File: src/rtl/rggen_rtl_pkg.sv
// Shared types and helpers for the rggen register-access fabric.
package rggen_rtl_pkg;

    typedef enum logic [1:0] {
        RGGEN_OKAY          = 2'd0,
        RGGEN_EXOKAY        = 2'd1,
        RGGEN_SLAVE_ERROR   = 2'd2,
        RGGEN_TIMEOUT_ERROR = 2'd3
    } rggen_status;

    localparam int RGGEN_MAX_HOSTS = 8;

    // Index of the first set bit at or after start, wrapping modulo hosts.
    // Returns start when nothing is set; callers qualify with |request.
    function automatic logic [2:0] rggen_rr_select(
        input logic [RGGEN_MAX_HOSTS-1:0] request,
        input logic [2:0]                 start,
        input int                         hosts
    );
        logic [2:0] sel;
        int         idx;
        sel = start;
        // Walk offsets from the far end so the nearest hit wins.
        for (int i = RGGEN_MAX_HOSTS - 1; i >= 0; i--) begin
            if (i < hosts) begin
                idx = (int'(start) + i) % hosts;
                if (request[idx[2:0]]) begin
                    sel = idx[2:0];
                end
            end
        end
        return sel;
    endfunction

endpackage

File: src/rtl/rggen_round_robin_arbiter.sv
// Round-robin arbiter: combinational one-hot grant, pointer advances past the
// granted host on i_update.
module rggen_round_robin_arbiter
    import rggen_rtl_pkg::*;
#(
    parameter int HOSTS = 2
) (
    input  logic             clk,
    input  logic             rst_n,
    input  logic [HOSTS-1:0] i_request,
    input  logic             i_update,
    output logic [HOSTS-1:0] o_grant
);

    localparam int PW = (HOSTS > 1) ? $clog2(HOSTS) : 1;

    logic [PW-1:0]              pointer_q;
    logic [PW-1:0]              pointer_d;
    logic [RGGEN_MAX_HOSTS-1:0] request_ext;
    logic [2:0]                 select;

    always_comb begin
        request_ext              = '0;
        request_ext[HOSTS-1:0]   = i_request;
        select                   = rggen_rr_select(request_ext, 3'(pointer_q), HOSTS);
        o_grant                  = (|i_request) ? (HOSTS'(1) << select) : '0;
        pointer_d                = PW'((int'(select) + 1) % HOSTS);
    end

    always_ff @(posedge clk) begin
        if (!rst_n) begin
            pointer_q <= '0;
        end else if (i_update && (|i_request)) begin
            pointer_q <= pointer_d;
        end
    end

endmodule

File: src/rtl/rggen_host_access_arbiter.sv
// Shares one register-block access port between several hosts with round-robin
// arbitration, grant held for the whole access, and an optional timeout.
module rggen_host_access_arbiter
    import rggen_rtl_pkg::*;
#(
    parameter int HOSTS          = 2,
    parameter int ADDRESS_WIDTH  = 16,
    parameter int DATA_WIDTH     = 32,
    parameter int TIMEOUT_CYCLES = 0
) (
    input  logic                           clk,
    input  logic                           rst_n,
    input  logic [HOSTS-1:0]               i_request,
    input  logic [HOSTS-1:0]               i_write,
    input  logic [HOSTS*ADDRESS_WIDTH-1:0] i_address,
    input  logic [HOSTS*DATA_WIDTH-1:0]    i_write_data,
    input  logic [HOSTS*DATA_WIDTH-1:0]    i_strobe,
    output logic [HOSTS-1:0]               o_done,
    output logic [DATA_WIDTH-1:0]          o_read_data,
    output logic [1:0]                     o_status,
    output logic [HOSTS-1:0]               o_grant,
    output logic                           o_busy,
    output logic                           o_request,
    output logic                           o_write,
    output logic [ADDRESS_WIDTH-1:0]       o_address,
    output logic [DATA_WIDTH-1:0]          o_write_data,
    output logic [DATA_WIDTH-1:0]          o_strobe,
    input  logic                           i_done,
    input  logic [DATA_WIDTH-1:0]          i_read_data,
    input  logic [1:0]                     i_status
);

    localparam int COUNT_WIDTH = (TIMEOUT_CYCLES > 0) ? $clog2(TIMEOUT_CYCLES + 1) : 1;

    typedef enum logic [1:0] {StIdle, StBusy, StRespond} state_e;

    state_e                   state_q;
    logic [COUNT_WIDTH-1:0]   count_q;
    logic                     timeout_hit;
    logic [HOSTS-1:0]         arb_request;
    logic [HOSTS-1:0]         arb_grant;
    logic                     sel_write;
    logic [ADDRESS_WIDTH-1:0] sel_address;
    logic [DATA_WIDTH-1:0]    sel_write_data;
    logic [DATA_WIDTH-1:0]    sel_strobe;

    // In RESPOND the arbiter sees only the owner, so the pointer moves past it
    // even if other hosts raised requests during the access.
    assign arb_request = (state_q == StRespond) ? o_grant : i_request;
    assign timeout_hit = (TIMEOUT_CYCLES > 0) && ((int'(count_q) + 1) >= TIMEOUT_CYCLES);

    rggen_round_robin_arbiter #(
        .HOSTS (HOSTS)
    ) u_arbiter (
        .clk       (clk),
        .rst_n     (rst_n),
        .i_request (arb_request),
        .i_update  (state_q == StRespond),
        .o_grant   (arb_grant)
    );

    always_comb begin
        sel_write      = 1'b0;
        sel_address    = '0;
        sel_write_data = '0;
        sel_strobe     = '0;
        for (int h = 0; h < HOSTS; h++) begin
            if (arb_grant[h]) begin
                sel_write      = i_write[h];
                sel_address    = i_address[h*ADDRESS_WIDTH+:ADDRESS_WIDTH];
                sel_write_data = i_write_data[h*DATA_WIDTH+:DATA_WIDTH];
                sel_strobe     = i_strobe[h*DATA_WIDTH+:DATA_WIDTH];
            end
        end
    end

    always_ff @(posedge clk) begin
        if (!rst_n) begin
            state_q      <= StIdle;
            count_q      <= '0;
            o_done       <= '0;
            o_read_data  <= '0;
            o_status     <= RGGEN_OKAY;
            o_grant      <= '0;
            o_busy       <= 1'b0;
            o_request    <= 1'b0;
            o_write      <= 1'b0;
            o_address    <= '0;
            o_write_data <= '0;
            o_strobe     <= '0;
        end else begin
            o_done      <= '0;
            o_read_data <= '0;
            o_status    <= RGGEN_OKAY;
            unique case (state_q)
                StIdle: begin
                    if (|i_request) begin
                        state_q      <= StBusy;
                        o_grant      <= arb_grant;
                        o_busy       <= 1'b1;
                        o_request    <= 1'b1;
                        o_write      <= sel_write;
                        o_address    <= sel_address;
                        o_write_data <= sel_write_data;
                        o_strobe     <= sel_strobe;
                    end
                end
                StBusy: begin
                    if (i_done) begin
                        state_q     <= StRespond;
                        o_request   <= 1'b0;
                        o_done      <= o_grant;
                        o_read_data <= i_read_data;
                        o_status    <= i_status;
                    end else if (timeout_hit) begin
                        state_q   <= StRespond;
                        o_request <= 1'b0;
                        o_done    <= o_grant;
                        o_status  <= RGGEN_TIMEOUT_ERROR;
                    end else if (TIMEOUT_CYCLES > 0) begin
                        count_q <= count_q + COUNT_WIDTH'(1);
                    end
                end
                StRespond: begin
                    state_q <= StIdle;
                    count_q <= '0;
                    o_grant <= '0;
                    o_busy  <= 1'b0;
                end
                default: state_q <= StIdle;
            endcase
        end
    end

endmodule

File: config.mk
export PLATFORM = sky130hd
export DESIGN_NAME = rggen_host_access_arbiter
export DESIGN_NICKNAME = d
export VERILOG_FILES = /design/src/rtl/rggen_rtl_pkg.sv /design/src/rtl/rggen_round_robin_arbiter.sv /design/src/rtl/rggen_host_access_arbiter.sv
export SDC_FILE = /design/constraint.sdc
export NUM_CORES = 1
export LEC_CHECK = 0
export BUFFER_PORTS_ARGS = -buffer_cell sky130_fd_sc_hd__buf_2
export CORE_AREA = 2 2 124 126
export CTS_CLUSTER_SIZE = 16
export DETAILED_ROUTE_END_ITERATION = 8
export DIE_AREA = 0 0 126 128
export PLACE_DENSITY_LB_ADDON = 0.05
export SYNTH_ARGS = -nofsm -noshare
export SYNTH_HDL_FRONTEND = slang
export SYNTH_HIERARCHICAL = 1
export SYNTH_SLANG_ARGS = --single-unit
File: constraint.sdc
create_clock -name clk -period 2.9 [get_ports clk]
set_clock_uncertainty 0.05 [all_clocks]
set_input_delay 0.435 -clock clk [delete_from_list [all_inputs] [get_ports clk]]
set_output_delay 0.435 -clock clk [all_outputs]
set_load 0.005 [all_outputs]
; ---- Word-level counts from Yosys, hierarchy flattened
; Cells that the tools add are included.
[op_classes]
n_lt_le_gt_ge = 2
mux = 25
shifts = 1
n_bitwise = 1
eq_ne = 4
add_sub_neg = 2
reduce_logical = 11
[ops]
columns = op, count
row1 = $mux W32, 4
row2 = $mux W16, 2
row3 = $mux W2, 5
row4 = $pmux W2 S2, 2
row5 = $mux W1, 7
row6 = $mux W3, 2
row7 = $reduce_and A2 Y1, 3
row8 = $reduce_and A3 Y1, 2
row9 = $lt A1 B4 Y1 const B, 1
row10 = $lt A3 B4 Y1 const B, 1
row11 = $ne A2 B2 Y1 const B, 2
row12 = $pmux W1 S2, 2
row13 = $reduce_bool A2 Y1, 2
row14 = $reduce_or A2 Y1, 2
row15 = $shl A1 B3 Y2 const A, 1
row16 = $add A1 B1 Y1 const B, 2
row17 = $bmux W1 S2, 1
row18 = $eq A2 B1 Y1 const B, 1
row19 = $eq A2 B2 Y1 const B, 1
row20 = $logic_not A2 Y1, 1
row21 = $and A1 B1 Y1 const A, 1
row22 = $logic_and A1 B1 Y1, 1
[totals]
word_cells = 58
register_bits = 124

; ---- Longest topological paths before layout
; Gate-level depths: netlist of run 1.
[logic_depth]
depth_word = 10
ltp_mapped = 8
ltp_nobuf = 6

; ---- By module
; The synthesis of run 1 kept the hierarchy.
[by_module_without_submodules]
columns = mod, area_per_inst_um2, n_inst, cells_per_inst, seq_area_each_um2
row1 = rggen_host_access_arbiter, 4812.1, 1, 485, 2462.4
row2 = rggen_round_robin_arbiter, 61.3, 1, 7, 20.0

; ---- Worst setup path before layout of run 1
; No wires, ideal clock.
[synth_path]
kind = reg2reg
startpoint = register state_q[0]
endpoint = register o_address[15]
period_less_slack_ns = 2.062
path_stages_with_launch = 9
slack_ns = 0.838
n_path_buf = 2
t_arrival_ns = 1.927
required_ns = 2.764
cell_sequence = dfxtp_1 nand2b_1 mux2_2 a21boi_0 nor2b_1 buf_2 buf_2 a22oi_1 a211oi_1
[synth_via]
elab_chain_cells = 10
word_cells_on_any_way = 15
cone_classes = eq/ne (1) / shift (1) / mux (10) / reduce/logical (3)
[synth_rtl]
columns = element, line_no
row1 = "start, declared", rggen_host_access_arbiter.sv:37  ; state_e state_q;
row2 = "start signal, assigned", rggen_host_access_arbiter.sv:79  ; state_q <= StIdle;
row3 = "start signal, assigned", rggen_host_access_arbiter.sv:98  ; state_q <= StBusy;
row4 = "start signal, assigned", rggen_host_access_arbiter.sv:110  ; state_q <= StRespond;
row5 = $eq A2 B2 Y1 *, rggen_host_access_arbiter.sv:49  ; assign arb_request = (state_q == StRespond) ? o_grant : i_request;
row6 = $mux W2 *, rggen_host_access_arbiter.sv:49
row7 = net arb_request[1], rggen_host_access_arbiter.sv:40  ; logic [HOSTS-1:0] arb_request;
row8 = $bmux W1 S2, rggen_rtl_pkg.sv:27  ; if (request[idx[2:0]]) begin
row9 = $mux W1 (not written as such), rggen_rtl_pkg.sv:27
row10 = $mux W3 (2 in series), rggen_rtl_pkg.sv:27
row11 = $shl A1 B3 Y2, rggen_round_robin_arbiter.sv:26  ; o_grant = (|i_request) ? (HOSTS'(1) << select) : '0;
row12 = $mux W2 *, rggen_round_robin_arbiter.sv:26
row13 = net arb_grant[0], rggen_host_access_arbiter.sv:41  ; logic [HOSTS-1:0] arb_grant;
row14 = $mux W16 * (2 in series), rggen_host_access_arbiter.sv:68  ; if (arb_grant[h]) begin
row15 = "end signal, assigned", rggen_host_access_arbiter.sv:103  ; o_address <= sel_address;
row16 = "end, declared", rggen_host_access_arbiter.sv:25  ; output logic [ADDRESS_WIDTH-1:0] o_address,
; The timed path passes the listed nets; every way through them passes the cells marked *. The select of a mux whose other input is x is not followed.
; A chain may end at the register's enable or synchronous reset.

; ---- Final worst setup path of run 1
[layout_path]
startpoint = register state_q[0]
endpoint = register o_strobe[3]
[layout_via]
elab_chain_cells = 10
word_cells_on_any_way = 15
cone_classes = eq/ne (1) / shift (1) / mux (10) / reduce/logical (3)
[layout_rtl]
columns = element, line_no
row1 = $eq A2 B2 Y1 *, rggen_host_access_arbiter.sv:49
row2 = $mux W2 *, rggen_host_access_arbiter.sv:49
row3 = net arb_request[1], rggen_host_access_arbiter.sv:40
row4 = $bmux W1 S2, rggen_rtl_pkg.sv:27
row5 = $mux W1 (not written as such), rggen_rtl_pkg.sv:27
row6 = $mux W3 (2 in series), rggen_rtl_pkg.sv:27
row7 = $shl A1 B3 Y2, rggen_round_robin_arbiter.sv:26
row8 = $mux W2 *, rggen_round_robin_arbiter.sv:26
row9 = net arb_grant[0], rggen_host_access_arbiter.sv:41
row10 = $mux W32 * (2 in series), rggen_host_access_arbiter.sv:68
row11 = "end signal, assigned", rggen_host_access_arbiter.sv:105  ; o_strobe <= sel_strobe;
row12 = "end, declared", rggen_host_access_arbiter.sv:27  ; output logic [DATA_WIDTH-1:0] o_strobe,
; Marks and branches as above.

==> results by group, run 1 <==
Setup path
  • Crit Path Class: flop to flop
  • Worst Path Arrival: roughly 2.7 ns
  • Worst setup EP type: flop
  • WP data required: between 3 and 4 ns
  • Worst-path fanout max: 29
  • Crit path launch type: flop

Clocking
  • Clock-pin slew of the registers on the worst-case setup and hold paths: about 0.050 ns
  • CTS max path bufs: 2
  • Hold_buf cts: 0
  • CTS resizes: 0
  • Clk sinks: 124
  • Root Driver: clkbuf_16
  • Clock Latency Late Sink: a little over 0.4 ns
  • H-tree Lvls: 4
  • Setup bufs post-CTS: 0
  • CTS tree: built
  • CTS buffer count: 17

Global route
  • Total grt overflow: 0
  • Largest net degree at the start of global routing: 87
  • Total track usage: roughly a fifth
  • Initial antenna violation count: 1
  • Vias in the first global route: roughly 4800
  • First-pass GRT wire length: between 20000 and 30000 um

Detailed routing
  • Antenna Nets Post-Route: 0
  • Vias per inst: roughly 5.1
  • Number of remaining DRC errors: 0
  • Post-Route WL: ~17000 um
  • DR iter-0 viols: approximately 240
  • DR WL/cell: ~17 um
  • First-pass iteration count of the detailed router: 5
  • Vias: 5061

Synthesis
  • Yosys Warn Count: 6
  • Syn nets: 693
  • Mapped Area: around 0.0049 mm2
  • Sequential area share after synthesis: between 50% and 60%
  • Mapped Cells: approximately 490
  • Cell with the most instances after synthesis: dfxtp_1
  • Share of the synthesized area in the top cell type: between 50% and 60%
  • Top cells by count, synth: dfxtp_1 (124), a21oi_1 (86), a22oi_1 (80)
  • Syn_area_per_cell: roughly 9.9 um2
  • Area leader, netlist: dfxtp_1
  • Primary FF master, synth: dfxtp_1
  • FFs w/ async S/R, synth: 0%
  • Post-synth EDFFs: 0
  • Post-synthesis register bit count: around 120
  • Distinct cell type count after synthesis: 28
  • Area contributors post-synth: dfxtp_1 (51%), a22oi_1 (12%), a211oi_1 (12%)

Power
  • Total leakage power: approximately 3.4 nW
  • VDD IR max: roughly 0.00037 V
  • PD cells: approximately 700 mW/mm2

Floorplanning
  • Ports: about 320
  • Die Span X: between 100 and 150 um
  • Core Rows: 45
  • Core area: about 0.015 mm2
  • Die area: 0.0161 mm2
  • Starting density of the core: around a third
  • Die Y: roughly 130 um

Flow run
  • Max cap viols: 0

STA
  • RSZ-0062 raised after global routing: false
  • # setup viols final: 0
  • Setup_tns: 0 ns
  • Max Transition Viols Final: 0
  • Period utilisation layout: between 80 and 90%
  • Fmax achieved: slightly above 0.4 GHz
  • Slew Limit Headroom: around a third
  • Fin crit period: around 2.5 ns
  • Final Hold Fails: 0
  • Worst Tran Pin Value: roughly 1 ns

Cells and area
  • Fin area: slightly above 0.007 mm2
  • Area delta synth->final: 47.1%
  • Post-Layout Cell Count: 985
  • Share of cells above drive strength 1: about 47%
  • Antenna cell count: 0
  • NumNets Final: a little under 1000

Placed design
  • Number of port buffers: 321
  • Final GP Congestion: 0.809
  • Hpwl dp: 11400 um
  • Placed cell count: ~950
  • Placed Instance Area: 0.00654 mm2

Min path
  • Hold WC Path Type: input pin to flop

Status
  • Status: complete, no violations
-- cells by family after synthesis --
logic type | count (synthesis) | synth area share, %
multiplexers | 2 | 0.462
buffers and inverters | 59 | 6.57
flip-flops | 124 | 50.9
AO/OA/AOI/OAI | 252 | 34.9
AND/OR/NAND/NOR | 55 | 7.16
-- layout make-up --
type,count,area [um2]
Fill cell,1494,7700
Timing Repair Buffer,329,1720
Multi-Input combinational cell,309,2090
Sequential cell,124,2480
Tap cell,188,235
Clock buffer,21,460
Inverter,3,11.3
Clock inverter,11,166
-- routing by layer --
metal / wire, um / up-vias / GRT usage [%]
met4: 183 / 2 / 6.01
met1: 6630 / 2370 / 24.5
met5: 13 / - / 0
met2: 8310 / 217 / 33.1
met3: 1520 / 16 / 7.64
li1: - / 2456 / -
-- power by group --
group	switching (mW)	internal, mW	total [mW]
logic	0.446	0.387	0.833
registers	0.0717	1.86	1.93
clock network	0.755	1.48	2.23
total	1.27	3.72	4.99
-- worst paths after layout --
path / cells after the start / start / endpoint / slack (ns)
hold reg to reg: 2 / o_request$_SDFFE_PN0P_ / o_request$_SDFFE_PN0P_ / 0.41
hold / removal: 2 / i_read_data[16] / o_read_data[16]$_SDFF_PN0_ / 0.17
setup / recovery: 7 / state_q[0]$_SDFFE_PN0P_ / o_strobe[3]$_SDFFE_PN0P_ / 0.43
setup reg to reg: 7 / state_q[0]$_SDFFE_PN0P_ / o_strobe[3]$_SDFFE_PN0P_ / 0.43
-- stage by stage --
stage	setup WS (ns)	hold slack [ns]	utilization, %	power, mW
after detailed placement	0.409	0.406	44.0	2.81
final	0.426	0.169	48.2	4.99
after global placement	0.538	0.395	44.0	2.79
after CTS	0.396	0.151	48.2	5.06
after global routing	0.135	0.154	48.2	5.24
after floorplan	0.838	0.403	-	2.42
-- registers in the layout, summed over array words and instances (netlist names), 2 cells and up --
| register | flops |
|---|---|
| o_address | 16 |
| o_done | 2 |
| o_grant | 2 |
| o_read_data | 32 |
| o_status | 2 |
| o_strobe | 32 |
| o_write_data | 32 |
| state_q | 2 |
-- layout by cell type, fill, tap and decap left out, types with 2 or more instances in the layout --
master      synthesis  layout
clkbuf_16           0      17
buf_4               4       4
buf_12              0       4
buf_2              31     321
nand3b_1            2       2
a22oi_1            80      80
inv_1               2       2
a211oi_1           76      76
clkinv_2            0       3
nand3_1             2       2
and2_1             36      36
a21oi_1            86      86
a211oi_2            4       4
nand2_1             5       5
clkbuf_8            0       2
dfxtp_1           124     124
bufinv_16           0       4
clkinvlp_4          0       3
o211ai_1            2       2
clkbuf_1           15       2
mux2_2              2       2
-- critical path, stage by stage, from the launching register on --
cell and delay [ns]:
dfxtp_1 0.41, nand2b_1 0.25, mux2_2 0.39, a21boi_0 0.32, nor2b_4 0.25, buf_4 0.33
a22oi_1 0.14, a211oi_1 0.25
Power figures use the tool's default switching activity.
==> run 2, diff against run 1 <==
--- a/config.mk
+++ b/config.mk
@@ -5,11 +5,12 @@
 export SDC_FILE = /design/constraint.sdc
 export NUM_CORES = 1
 export LEC_CHECK = 0
+export ABC_AREA = 1
 export BUFFER_PORTS_ARGS = -buffer_cell sky130_fd_sc_hd__buf_2
-export CORE_AREA = 2 2 124 126
+export CORE_AREA = 2 2 125 127
 export CTS_CLUSTER_SIZE = 16
 export DETAILED_ROUTE_END_ITERATION = 8
-export DIE_AREA = 0 0 126 128
+export DIE_AREA = 0 0 127 129
 export PLACE_DENSITY_LB_ADDON = 0.05
 export SYNTH_ARGS = -nofsm -noshare
 export SYNTH_HDL_FRONTEND = slang
==> run 2 against run 1 <==
  * Routed wire length is 5.4% higher
  * Critical endpoint is now o_write_data[2]$_SDFFE_PN0P_
  * Sequential cell count stayed put
  * Largest cell class unchanged
  * Total power is 8.9% lower
  * Design area is 5.0% higher
  * Register-to-register slack better by 0.15 ns
==> results by group, run 2 <==
Status
  • Status: complete, no violations

Floorplanning
  • Die area: 0.0164 mm2 (+1.6%)
  • Ports: 322 (unchanged)
  • Die Span X: 127 um (+0.79%)
  • Core area: 0.0150 mm2 (+0.76%)
  • Core Rows: 45 (unchanged)
  • Die Y: 129 um (+0.78%)
  • Starting density of the core: 35.2% (+2.4 points)

Setup path
  • Cell Chain, Critical Path: nand2_1 > o21ai_0 > a21boi_4 > buf_4 > nand3_1 > nand2_1 > nand2_1 > a21oi_1
  • Worst R2R Path Depth: 8 (+1)
  • Worst-path fanout max: 43 (+48%)
  • Critical path's slowest cell: o21ai_0
  • Worst setup EP type: flop
  • WP data required: 3.19 ns (+0.03 ns)
  • Crit path launch type: flop
  • Crit path largest cell delay: 0.50 ns (+0.09 ns)
  • Worst Path Arrival: 2.61 ns (-0.13 ns)
  • Worst path most repeated cell: nand2_1
  • Crit Path Class: flop to flop

Synthesis
  • Sequential area share after synthesis: 47.1% (-3.8 points)
  • Post-synth EDFFs: 0 (unchanged)
  • Largest family of logic cells by synthesized area: simple AND/OR/NAND/NOR gates
  • Primary FF master, synth: dfxtp_1
  • Adder-cell share of the synthesized area: 0% (unchanged)
  • Xor/xnor share of the synthesized area: 0% (unchanged)
  • Distinct cell type count after synthesis: 19 (-32%)
  • Post-synthesis register bit count: 124 (unchanged)
  • Cell with the most instances after synthesis: nand2_1
  • Synth Area in Compound Gates: 8.81% (-26 points)
  • Area contributors post-synth: dfxtp_1 (47%), nand2_1 (24%), a21oi_1 (8.2%)
  • Yosys Warn Count: 6 (unchanged)
  • Area leader, netlist: dfxtp_1
  • Mapped Area: 0.00527 mm2 (+8.2%)
  • Top cells by count, synth: nand2_1 (337), dfxtp_1 (124), a21oi_1 (86)
  • Syn nets: 982 (+42%)
  • Syn_area_per_cell: 6.75 um2 (-32%)
  • FFs w/ async S/R, synth: 0% (unchanged)
  • Share of the synthesized area in the top cell type: 47.1% (-3.8 points)
  • Mux contribution to synthesized area: 0% (-0.46 points)
  • Simple-gate area share of the yosys netlist: 35.2% (+28 points)
  • Mapped Cells: 781 (+59%)

Cells and area
  • NumNets Final: 1277 (+30%)
  • Commonest cells after routing, fill and taps aside: nand2_1 (337), buf_2 (321), dfxtp_1 (124)
  • Area delta synth->final: 42.8%
  • Largest regs: o_read_data (32), o_strobe (32), o_write_data (32)
  • Multi-input gate area: 0.00235 mm2 (+12%)
  • Fill cell count: 1605 (+7.4%)
  • Post-layout util: 50.3% (+2.0 points)
  • Share of cells above drive strength 1: 34.2% (-13 points)
  • FF+latch area: 0.00248 mm2 (unchanged)
  • Commonest non-fill, non-tap cell in the layout: nand2_1

Global route
  • Largest net degree at the start of global routing: 63 (-28%)
  • First-pass GRT wire length: 27700 um (+8.0%)
  • Vias in the first global route: 5493 (+16%)
  • Total grt overflow: 0 (unchanged)
  • Initial antenna violation count: 2 (+1)
  • Total track usage: 21.2% (+1.2 points)

Clocking
  • Setup bufs post-CTS: 0 (unchanged)
  • H-tree Lvls: 4 (unchanged)
  • Clock Latency Late Sink: 0.40 ns (about the same)
  • Root Driver: clkbuf_16
  • CTS tree: built
  • Clk sinks: 124 (unchanged)
  • CTS max path bufs: 2 (unchanged)
  • CTS resizes: 0 (unchanged)
  • Clock-pin slew of the registers on the worst-case setup and hold paths: 0.06 ns (about the same)
  • Hold_buf cts: 0 (unchanged)
  • CTS buffer count: 17 (unchanged)

Placed design
  • Number of port buffers: 321 (unchanged)
  • Hpwl dp: 12300 um (+8.5%)
  • Final GP Congestion: 0.808 (-0.22%)

STA
  • # setup viols final: 0 (unchanged)
  • Max Transition Viols Final: 0 (unchanged)
  • Worst Tran Pin Value: 0.757 ns (-0.242 ns)
  • Fmax achieved: 0.430 GHz (+6.5%)
  • Fin crit period: 2.32 ns (-0.150 ns)
  • Period utilisation layout: 80.2% (-5.2 points)
  • Final Hold Fails: 0 (unchanged)
  • Slew Limit Headroom: 49.5% (+16 points)
  • RSZ-0062 raised after global routing: false
  • Setup_tns: 0 ns (unchanged)

Detailed routing
  • First-pass iteration count of the detailed router: 4 (-1)
  • DR iter-0 viols: 241 (+2.1%)
  • Post-Route WL: 17600 um (+5.4%)
  • Vias: 5830 (+15%)
  • Antenna Nets Post-Route: 0 (unchanged)
  • DR WL/cell: 13.7 um (-19%)
  • Vias per inst: 4.55 (-11%)
  • Number of remaining DRC errors: 0 (unchanged)

Power
  • Pint: 3.29 mW (-12%)
  • Total leakage power: 4.10 nW (+22%)
  • Combinational share of power: 16.2% (-0.5 points)
  • Switching share of power: 27.7% (+2.2 points)
  • PD cells: 604 mW/mm2 (-13%)
  • VDD IR max: 0.000374 V (+0.15%)
  • Reg power frac: 40.6% (+2.0 points)
  • Final Power: 4.55 mW (-8.9%)
  • Clock share of power: 43.2% (-1.5 points)
  • Switching power: 1.26 mW (-0.95%)

Min path
  • Worst hold path depth: 3 (+1)
  • Hold WC Path Type: input pin to flop

Flow run
  • Max cap viols: 0 (unchanged)
## run 2: cell types whose count changed in the layout (fill, tap and decap cells not counted), sizes merged, moves of 3 or more
cell | before | now
bufinv | 4 | 1
nor2 | 4 | 40
clkbuf | 21 | 18
a211oi | 80 | 0
clkinv | 4 | 8
nand3 | 2 | 85
a22oi | 80 | 0
inv | 3 | 48
buf | 329 | 332
nand2 | 5 | 338
diode | 0 | 3
and2 | 36 | 0
## run 2: final cells by class
type / instances / share of cell area (%)
Clock buffer: 18 / 5.70
Sequential cell: 124 / 33.0
Clock inverter: 14 / 1.65
Antenna cell: 3 / 0.0997
Inverter: 47 / 2.34
Tap cell: 188 / 3.13
Timing Repair Buffer: 332 / 22.9
Multi-Input combinational cell: 554 / 31.2
## run 2: routing by layer
layer	routed length, um	track usage, %
met5	0	0
met2	8260	35.5
met3	1580	6.61
met4	392	8.21
met1	7330	25.8
## run 2: path summary, 6_finish.rpt
check                       startpoint                            to  slack (ns)
max            state_q[1]$_SDFFE_PN0P_  o_write_data[2]$_SDFFE_PN0P_        0.58
min                    i_read_data[21]    o_read_data[21]$_SDFF_PN0_        0.18
max reg2reg    state_q[1]$_SDFFE_PN0P_  o_write_data[2]$_SDFFE_PN0P_        0.58
min reg2reg  o_strobe[15]$_SDFFE_PN0P_     o_strobe[15]$_SDFFE_PN0P_        0.41
## run 2: critical path: cells and delay by family (launching register included)
family,cells,cell delay [ns]
buffers and inverters,1,0.43
AO/OA/AOI/OAI,3,0.88
flip-flops,1,0.37
AND/OR/NAND/NOR,4,0.50
## run 2: cells by family (layout without fill, tap and decap cells)
family	after synthesis	in the layout
AOI/OAI and AO/OA	91	91
buffers and inverters	103	411
DFF	124	124
other	0	3
and+or+nand+nor	463	463
## run 2: per-stage QoR
step / cells / setup WS, ns / area, um2 / hold WS [ns]
after global placement: 1245 / 0.661 / 6970 / 0.396
after floorplan: 781 / 1.20 / 5270 / 0.404
after detailed placement: 1245 / 0.573 / 6970 / 0.402
final: 1280 / 0.576 / 7530 / 0.184
after CTS: 1277 / 0.562 / 7520 / 0.166
after global routing: 1278 / 0.317 / 7520 / 0.159
## run 2: power groups by stage
stage | combinational, mW | sequential (mW) | clock (mW)
after floorplan | 0.399 | 1.89 | 0
after global placement | 0.757 | 1.88 | 0
after detailed placement | 0.752 | 1.88 | 0
after CTS | 0.753 | 1.85 | 2.01
after global routing | 0.842 | 1.86 | 2.10
final | 0.739 | 1.85 | 1.96
